`src/rtl/obstacle_pkg.sv`:
```
// Shared types and constants for the falling-obstacle scheduler.
package obstacle_pkg;

  typedef enum logic [1:0] {
    IDLE   = 2'd0,
    UPDATE = 2'd1,
    SPAWN  = 2'd2
  } state_t;

  localparam int SCREEN_W_DEF = 640;
  localparam int SCREEN_H_DEF = 480;
  localparam int OBS_SIZE_DEF = 32;

  localparam logic [15:0] LFSR_SEED = 16'hACE1;
  // Taps 16,14,13,11 counted from 1 at the LSB.
  localparam logic [15:0] LFSR_TAPS = 16'hB400;

  // Folds a 10-bit random value into [0, limit) without a divider.
  function automatic logic [9:0] fold_x(input logic [9:0] r, input logic [9:0] limit);
    return (r < limit) ? r : r - 10'd512;
  endfunction

endpackage

```
`src/rtl/obstacle_lfsr.sv`:
```
// Free-running 16-bit Fibonacci LFSR used as the spawn-position random source.
module obstacle_lfsr
  import obstacle_pkg::*;
(
  input  logic        CLOCK_50,
  input  logic        reset,
  output logic [15:0] value
);

  logic [15:0] lfsr_reg;
  logic        feedback;

  assign feedback = ^(lfsr_reg & LFSR_TAPS);

  always_ff @(posedge CLOCK_50 or negedge reset) begin
    if (!reset) begin
      lfsr_reg <= LFSR_SEED;
    end else begin
      lfsr_reg <= {lfsr_reg[14:0], feedback};
    end
  end

  assign value = lfsr_reg;

endmodule

```
`src/rtl/obstacle_scheduler.sv`:
```
// Per-frame obstacle slot scheduler: walks each slot down the screen, retires it at the bottom,
// and periodically spawns a new obstacle. Define OBSTACLE_TYPES_EN to store a random type per slot.
module obstacle_scheduler
  import obstacle_pkg::*;
#(
  parameter int NUM_SLOTS    = 4,
  parameter int SPAWN_PERIOD = 60,
  parameter int STEP         = 4,
  parameter int OBS_SIZE     = OBS_SIZE_DEF,
  parameter int SCREEN_W     = SCREEN_W_DEF,
  parameter int SCREEN_H     = SCREEN_H_DEF
) (
  input  logic                    CLOCK_50,
  input  logic                    reset,
  input  logic                    enable,
  input  logic                    clear,
  input  logic                    frame_tick,
  output logic [NUM_SLOTS-1:0]    obs_valid,
  output logic [10*NUM_SLOTS-1:0] obs_x,
  output logic [10*NUM_SLOTS-1:0] obs_y,
  output logic [2*NUM_SLOTS-1:0]  obs_type,
  output logic                    busy,
  output logic                    spawn_pulse,
  output logic                    passed_pulse
);

  localparam int               IDX_W        = (NUM_SLOTS > 1) ? $clog2(NUM_SLOTS) : 1;
  localparam logic [IDX_W-1:0] LAST_IDX     = IDX_W'(NUM_SLOTS - 1);
  localparam logic [9:0]       Y_LIMIT      = 10'(SCREEN_H - OBS_SIZE);
  localparam logic [9:0]       X_LIMIT      = 10'(SCREEN_W - OBS_SIZE);
  localparam logic [9:0]       Y_STEP       = 10'(STEP);
  localparam logic [7:0]       SPAWN_RELOAD = 8'(SPAWN_PERIOD - 1);

  state_t               state_reg;
  logic [IDX_W-1:0]     idx_reg;
  logic [7:0]           spawn_cnt_reg;
  logic [NUM_SLOTS-1:0] valid_reg;
  logic [9:0]           x_reg [NUM_SLOTS];
  logic [9:0]           y_reg [NUM_SLOTS];
  logic                 busy_reg;
  logic                 spawn_pulse_reg;
  logic                 passed_pulse_reg;

  logic [15:0]          lfsr_value;
  logic                 free_found;
  logic [IDX_W-1:0]     free_idx;
  logic [9:0]           spawn_x;
  logic [9:0]           cur_y;
  logic                 spawn_now;
  logic                 unused_lfsr;

  obstacle_lfsr u_lfsr (
    .CLOCK_50 (CLOCK_50),
    .reset    (reset),
    .value    (lfsr_value)
  );

  // Lowest-index free slot wins the allocation.
  always_comb begin
    free_found = 1'b0;
    free_idx   = '0;
    for (int i = NUM_SLOTS - 1; i >= 0; i--) begin
      if (!valid_reg[i]) begin
        free_found = 1'b1;
        free_idx   = IDX_W'(i);
      end
    end
  end

  assign spawn_x   = fold_x(lfsr_value[9:0], X_LIMIT);
  assign cur_y     = y_reg[idx_reg];
  assign spawn_now = !clear && (state_reg == SPAWN) && (spawn_cnt_reg == 8'd0) && free_found;

  always_ff @(posedge CLOCK_50 or negedge reset) begin
    if (!reset) begin
      state_reg        <= IDLE;
      idx_reg          <= '0;
      spawn_cnt_reg    <= '0;
      valid_reg        <= '0;
      busy_reg         <= 1'b0;
      spawn_pulse_reg  <= 1'b0;
      passed_pulse_reg <= 1'b0;
      for (int i = 0; i < NUM_SLOTS; i++) begin
        x_reg[i] <= '0;
        y_reg[i] <= '0;
      end
    end else begin
      spawn_pulse_reg  <= 1'b0;
      passed_pulse_reg <= 1'b0;
      if (clear) begin
        state_reg     <= IDLE;
        busy_reg      <= 1'b0;
        idx_reg       <= '0;
        spawn_cnt_reg <= '0;
        valid_reg     <= '0;
      end else begin
        case (state_reg)
          IDLE: begin
            if (frame_tick && enable) begin
              state_reg <= UPDATE;
              busy_reg  <= 1'b1;
              idx_reg   <= '0;
            end
          end
          UPDATE: begin
            if (valid_reg[idx_reg]) begin
              if (cur_y >= Y_LIMIT) begin
                valid_reg[idx_reg] <= 1'b0;
                passed_pulse_reg   <= 1'b1;
              end else begin
                y_reg[idx_reg] <= cur_y + Y_STEP;
              end
            end
            if (idx_reg == LAST_IDX) begin
              state_reg <= SPAWN;
            end else begin
              idx_reg <= idx_reg + 1'b1;
            end
          end
          SPAWN: begin
            state_reg <= IDLE;
            busy_reg  <= 1'b0;
            if (spawn_cnt_reg != 8'd0) begin
              spawn_cnt_reg <= spawn_cnt_reg - 8'd1;
            end else if (free_found) begin
              valid_reg[free_idx] <= 1'b1;
              x_reg[free_idx]     <= spawn_x;
              y_reg[free_idx]     <= '0;
              spawn_pulse_reg     <= 1'b1;
              spawn_cnt_reg       <= SPAWN_RELOAD;
            end
          end
          default: begin
            state_reg <= IDLE;
            busy_reg  <= 1'b0;
          end
        endcase
      end
    end
  end

`ifdef OBSTACLE_TYPES_EN
  logic [1:0] type_reg [NUM_SLOTS];

  always_ff @(posedge CLOCK_50 or negedge reset) begin
    if (!reset) begin
      for (int i = 0; i < NUM_SLOTS; i++) begin
        type_reg[i] <= '0;
      end
    end else if (spawn_now) begin
      type_reg[free_idx] <= lfsr_value[11:10];
    end
  end

  genvar gi;
  generate
    for (gi = 0; gi < NUM_SLOTS; gi++) begin : g_type
      assign obs_type[2*gi +: 2] = type_reg[gi];
    end
  endgenerate

  assign unused_lfsr = ^{lfsr_value[15:12], spawn_now};
`else
  assign obs_type    = '0;
  assign unused_lfsr = ^{lfsr_value[15:10], spawn_now};
`endif

  genvar gj;
  generate
    for (gj = 0; gj < NUM_SLOTS; gj++) begin : g_slot
      assign obs_x[10*gj +: 10] = x_reg[gj];
      assign obs_y[10*gj +: 10] = y_reg[gj];
    end
  endgenerate

  assign obs_valid    = valid_reg;
  assign busy         = busy_reg;
  assign spawn_pulse  = spawn_pulse_reg;
  assign passed_pulse = passed_pulse_reg;

endmodule

```
`config.mk`:
```
export PLATFORM = sky130hd
export DESIGN_NAME = obstacle_scheduler
export DESIGN_NICKNAME = d
export VERILOG_FILES = /design/src/rtl/obstacle_pkg.sv /design/src/rtl/obstacle_lfsr.sv /design/src/rtl/obstacle_scheduler.sv
export SDC_FILE = /design/constraint.sdc
export NUM_CORES = 1
export LEC_CHECK = 0
export ABC_AREA = 1
export ABC_CLOCK_PERIOD_IN_PS = 3400
export CORE_UTILIZATION = 40
export CTS_CLUSTER_DIAMETER = 40
export CTS_CLUSTER_SIZE = 8
export DETAILED_ROUTE_END_ITERATION = 12
export GPL_TIMING_DRIVEN = 0
export PLACE_DENSITY_LB_ADDON = 0.1
export SLEW_MARGIN = 20
export SYNTH_ARGS = -nofsm -noshare
export SYNTH_HDL_FRONTEND = slang
export SYNTH_SLANG_ARGS = --single-unit
```
`constraint.sdc`:
```
create_clock -name CLOCK_50 -period 3.4 [get_ports CLOCK_50]
set_input_delay 0.51 -clock CLOCK_50 [delete_from_list [all_inputs] [get_ports CLOCK_50]]
set_output_delay 0.51 -clock CLOCK_50 [all_outputs]
set_load 0.01 [all_outputs]
```
==> results of run 1 <==
-- cell type report --
cell class,instances,share of cell area
Sequential cell,115,0.406
Buffer,28,0.0303
Clock buffer,20,0.0629
Tap cell,172,0.0303
Multi-Input combinational cell,434,0.292
Clock inverter,12,0.0157
Timing Repair Buffer,92,0.132
Inverter,55,0.0301
-- cell families (layout without fill, tap and decap cells) --
kind of cell	count (synthesis)	after routing	share of synthesized area
buf+inv	83	207	0.0800
simple gates	343	343	0.284
other cells	1	8	0.000699
xor+xnor	6	6	0.00979
flops	115	115	0.538
compound gates	70	70	0.0714
fa+ha+maj	7	7	0.0163
-- power groups by stage --
stage          clock network [W]  registers, W  logic [W]
4_1_cts                  0.00169       0.00153   0.000809
6_report                 0.00166       0.00153   0.000813
3_3_place_gp                   0       0.00155   0.000791
3_5_place_dp                   0       0.00155   0.000806
5_1_grt                  0.00175       0.00154   0.000905
2_1_floorplan                  0       0.00155   0.000527
-- cell usage in the layout (no fill, tap or decap), drive strengths merged, types with 3 or more instances in the layout --
cell           count
nand2            226
dfrtp            107
clkdlybuf4s50     90
nand3             69
inv               54
o21ai             53
nor2              26
clkbuf            26
buf               24
nor3               9
conb               8
dfstp              8
ha                 7
a21oi              7
nand4              7
clkinvlp           6
clkinv             6
o22ai              5
xor2               4
nand3b             3
-- path summary, 6_finish.rpt --
path / from / end / cells after the start
setup / recovery: idx_reg[1] / obs_y[6] / 11
hold / removal: reset / spawn_pulse / 1
setup reg to reg: idx_reg[1] / obs_y[6] / 11
hold reg to reg: u_lfsr.value[14] / u_lfsr.value[15] / 0
max in group asynchronous: reset / u_lfsr.value[5] / 2
min in group CLOCK_50: u_lfsr.value[14] / u_lfsr.value[15] / 0
-- worst reg2reg max path: stages, from the launching register on --
cell and delay [ns]:
dfrtp_1 0.49, inv_2 0.09, buf_2 0.23, nand3_1 0.12, nand2_1 0.15, inv_1 0.17, ha_1 0.20, nand3_1 0.08
nor2_1 0.21, xor2_1 0.33, nand3_1 0.12, nand2_1 0.09
-- synthesized netlist by cell type (all sizes together), types with 4 or more instances --
cell / count / area (um^2)
dfrtp: 107 / 2680
a21oi: 7 / 46.3
xor2: 4 / 35.0
o21ai: 53 / 269
buf: 22 / 193
nand3: 69 / 370
clkbuf: 6 / 22.5
nand2: 226 / 866
nor3: 9 / 50.1
ha: 7 / 87.6
dfstp: 8 / 210
inv: 54 / 210
o22ai: 5 / 31.3
nand4: 7 / 73.8
nor2: 26 / 115
-- layer usage --
layer | up-vias | routed length (um)
met5 | - | 0
met4 | 0 | 231
met3 | 29 | 1150
met2 | 171 | 6410
met1 | 2154 | 6150
li1 | 2235 | -
-- stage by stage --
step	hold WS [ns]	power [W]	std cells	setup TNS [ns]	area (um^2)
2_1_floorplan	0.214	0.00208	632	0	5390
5_1_grt	0.0869	0.00419	928	0	7100
4_1_cts	0.0667	0.00402	928	0	7100
6_report	0.0533	0.00400	928	0	7100
3_5_place_dp	0.339	0.00235	896	0	6550
3_3_place_gp	0.335	0.00234	895	-281.97	6520
==> results.toml, run 1 <==
[global_route]
busiest_layer = "met2"
grt_overflow = 0
use_met2 = 0.332
met3_usage = 0.0795
grt_first_pass_wirelength_um = 23300
grt_max_degree = 60
use_met1 = 0.282
grt_pass1_vias = 4519
grt.total_usage = 0.218
antenna_found_initial = 0

[power]
p_leak_nw = 3.33
sw_frac_of_total = 0.307
combPwrFrac = 0.203
seqPwrFrac = 0.382
vdd_drop_max_mv = 0.285
switchingPower_w = 0.00123
internal_power_w = 0.00277
p_clk_frac = 0.414
power.density_nw_per_um2 = 563

[sta]
clock_skew_ns = 0.00791
final_max_slew_viol_count = 0
relSlewSlack = 0.606
setup_violations = 0
fin_crit_sh = 0.688
fin_ws_ns = 1.06
hold_violations = 0
tightest_slew_ns = 0.590
rsz0062_at_grt = "false"
max_freq_ghz = 0.428
period_minus_slack_ns = 2.34

[placed_design]
dp_hpwl_um = 9780
post-place-ws_ns = 1.03
port_buffers = 91
place.gp.congestion = 0.894

[status]
status = "finished clean"

[yosys]
synth_edf_count = 0
async_flop_share = 1.00
ys.flop_type = "dfrtp_1"
synth_warnings = 0
mappedNetlistArea_um2 = 5370
synthCells = 625
ys_ff_latch = 115
synth.distinct_cells = 42
syn_area_per_cell_um2 = 8.58
ys_seq_area_frac = 0.538

[critical_path]
crit_slowest_cell = "dfrtp_1"
crit_chain = "inv_2, buf_2, nand3_1, nand2_1, inv_1, ha_1, nand3_1, nor2_1, xor2_1, nand3_1, nand2_1"
cp_max_fo = 11
worst-path-buf-inv = 3
path_delay_family = "simple AND/OR/NAND/NOR gates"
endpoint_kind = "register"
required_ns = 3.76
crit_type = "register to register"
cpPeakStageDelay_ns = 0.49
r2r_slack_ns = 1.06
startpoint_type = "register"
critPathMostFrequentCell = "nand3_1"
critPathArrivalTime_ns = 2.69

[cells_and_area]
area_delta_synth_final_pct = 32.4
nets = 755
drive_gt1_frac = 0.127
multi_input_area_um2 = 2070
num-fill-cells = 1163
seq_area_um2 = 2890
diodes = 0
post-route-util = 0.554

[floorplan]
die-area_um2 = 13900
num_io_pins = 100
num_rows = 41
initial_core_util = 0.418
dieHeight_um = 118
die_x_um = 118
core_region_area_um2 = 12800

[routing]
vias = 4589
drt_pass1_iterations = 5
wirelength_um = 13900
final_antenna_net_count = 0
drt_iter0_drc = 325
vias_per_cell = 4.95
drcViolationCount = 0
wire_per_inst_um = 15.0

[clock_network]
numClockSinks = 115
cts_made_buffers = 17
path_clk_slew_ns = 0.05
cts_resized = 0
cts.path.max_buffers = 2
cts_tree = "built"
htree_levels = 4
cts_hold_buf = 0
clk_latency_ns = 0.42
post_cts_buffers = 0
cts_root_buffer = "clkbuf_16"

[run]
maxCapViolCount = 0

[worst_hold_path]
worstHoldPathType = "primary input to async pin"
Power figures use the tool's default switching activity.
==> run 2: changes to the inputs <==
--- a/config.mk
+++ b/config.mk
@@ -6,7 +6,7 @@
 export NUM_CORES = 1
 export LEC_CHECK = 0
 export ABC_AREA = 1
-export ABC_CLOCK_PERIOD_IN_PS = 3400
+export ABC_CLOCK_PERIOD_IN_PS = 2400
 export CORE_UTILIZATION = 40
 export CTS_CLUSTER_DIAMETER = 40
 export CTS_CLUSTER_SIZE = 8
==> constraint.sdc (replaced) <==
create_clock -name CLOCK_50 -period 2.4 [get_ports CLOCK_50]
set_input_delay 0.36 -clock CLOCK_50 [delete_from_list [all_inputs] [get_ports CLOCK_50]]
set_output_delay 0.36 -clock CLOCK_50 [all_outputs]
set_load 0.01 [all_outputs]
==> results.toml, run 2 (same netlist as run 1, synthesis figures left out) <==
[status]
status = "finished clean"

[clock_network]
cts_root_buffer = "clkbuf_16"
path_clk_slew_ns = 0.05
clk_latency_ns = 0.42
htree_levels = 4
numClockSinks = 115
cts_made_buffers = 17
cts_tree = "built"
cts.path.max_buffers = 2
post_cts_buffers = 0

[critical_path]
cp_max_fo = 10
endpoint_kind = "register"
r2r-start = "idx_reg[0]"
rr_worst_depth = 15
critPathArrivalTime_ns = 2.47
r2r_end = "obs_y[8]"
r2r_slack_ns = 0.24
crit_type = "register to register"
crit_path_start = "idx_reg[0]"
endpoint = "obs_y[8]"
required_ns = 2.71
startpoint_type = "register"

[power]
combPwrFrac = 0.205
p_clk_frac = 0.414
internal_power_w = 0.00393
switchingPower_w = 0.00174
seqPwrFrac = 0.381
p_leak_nw = 3.33
vdd_drop_max_mv = 0.403
sw_frac_of_total = 0.307
power.density_nw_per_um2 = 795

[sta]
max_freq_ghz = 0.463
setup_violations = 0
period_minus_slack_ns = 2.16
fin_crit_sh = 0.899
fin_ws_ns = 0.242
tightest_slew_ns = 0.606
relSlewSlack = 0.596
rsz0062_at_grt = "false"
clock_skew_ns = 0.00837
hold_violations = 0
final_max_slew_viol_count = 0

[global_route]
grt_pass1_vias = 4528
grt_overflow = 0
grt_first_pass_wirelength_um = 23300
antenna_found_initial = 0
grt_max_degree = 60
grt.total_usage = 0.218

[cells_and_area]
seq_area_um2 = 2890
fin_area_um2 = 7130
area_delta_synth_final_pct = 32.9
diodes = 0
final_common_cell = "nand2_1"
drive_gt1_frac = 0.133
nets = 756
num-fill-cells = 1161
multi_input_area_um2 = 2090
instances_no_fill = 929
layout_common_cells = "nand2_1 (219), dfrtp_1 (106), clkdlybuf4s50_1 (90), nand3_1 (64), inv_1 (43)"

[routing]
vias_per_cell = 4.93
drt_iter0_drc = 328
drt_pass1_iterations = 6
wire_per_inst_um = 15.1
final_antenna_net_count = 0
vias = 4576
wirelength_um = 14000
drcViolationCount = 0

[run]
maxCapViolCount = 0

[floorplan]
die_x_um = 118
dieHeight_um = 118
num_rows = 41
core_region_area_um2 = 12800
num_io_pins = 100
die-area_um2 = 13900
initial_core_util = 0.418

[placed_design]
place.gp.congestion = 0.894
dp_hpwl_um = 9780
place_inst = 896
port_buffers = 91
placed_cell_area_um2 = 6550
post-place-ws_ns = 0.0876

[worst_hold_path]
worstHoldPathType = "register to register"
min-delay-start = "u_lfsr.value[14]"
run 2: cell types whose count changed in the layout (fill, tap and decap cells not counted):
cell           previous run  this run
dfrtp_2                   0         1
inv_1                    44        43
xor2_2                    0         1
dlygate4sd3_1             0         1
inv_2                     9        10
nor2_1                   21        19
nor2_2                    4         6
xor2_1                    4         3
dfrtp_1                 107       106
run 2: worst min-delay path by stage:
stage	end	slack, ns	depth (start not counted)
floorplan	busy	0.06	0
global placement	u_lfsr.value[15]	0.33	0
detailed placement	u_lfsr.value[15]	0.34	0
CTS	u_lfsr.value[15]	0.35	0
global route	u_lfsr.value[15]	0.37	0
finish	u_lfsr.value[15]	0.35	0
run 2: stage by stage:
stage	hold slack, ns	util	setup TNS (ns)	power, W
after floorplan	0.0644	-	0	0.00294
after global placement	0.335	0.508	-379.72	0.00331
after detailed placement	0.339	0.510	0	0.00333
after CTS	0.352	0.555	0	0.00570
after global routing	0.370	0.556	0	0.00595
final	0.350	0.556	0	0.00567
run 2: power by group through the flow:
| stage | clock [W] | sequential, W | combinational [W] |
|---|---|---|---|
| detailed placement | 0 | 0.00219 | 0.00114 |
| floorplan | 0 | 0.00220 | 0.000746 |
| CTS | 0.00239 | 0.00216 | 0.00115 |
| finish | 0.00234 | 0.00216 | 0.00116 |
| global placement | 0 | 0.00219 | 0.00112 |
| global route | 0.00248 | 0.00218 | 0.00129 |
run 2: critical path: stages (launching register included):
cell and delay (ns):
dfrtp_1 0.41, buf_6 0.16, inv_8 0.06, buf_12 0.12, nand2_1 0.05, nand3_1 0.06, nand2_1 0.16, inv_2 0.14
ha_1 0.19, nand3_1 0.10, nor2_2 0.18, nand2_1 0.08, nand2_1 0.06, nand2_1 0.11, nand3_1 0.11, nand2_1 0.05
run 2: metal layers:
metal	share of wire	vias up	GRT usage
li1	-	2242	-
met1	0.44	2145	0.282
met3	0.084	21	0.0790
met2	0.46	168	0.333
met4	0.016	0	0.0817
met5	0	-	0
run 2: what timing repair did:
item,in CTS,in global routing
resized for setup,0,5
endpoints found under the setup margin,0,36
endpoints found under the hold margin,51,0
hold buffers,1,0
run 2: cell type report:
type                            count  share of cell area
Multi-Input combinational cell    434               0.293
Tap cell                          172              0.0302
Inverter                           55              0.0300
Buffer                             28              0.0302
Clock inverter                     12              0.0156
Timing Repair Buffer               93               0.133
Sequential cell                   115               0.405
Clock buffer                       20              0.0627
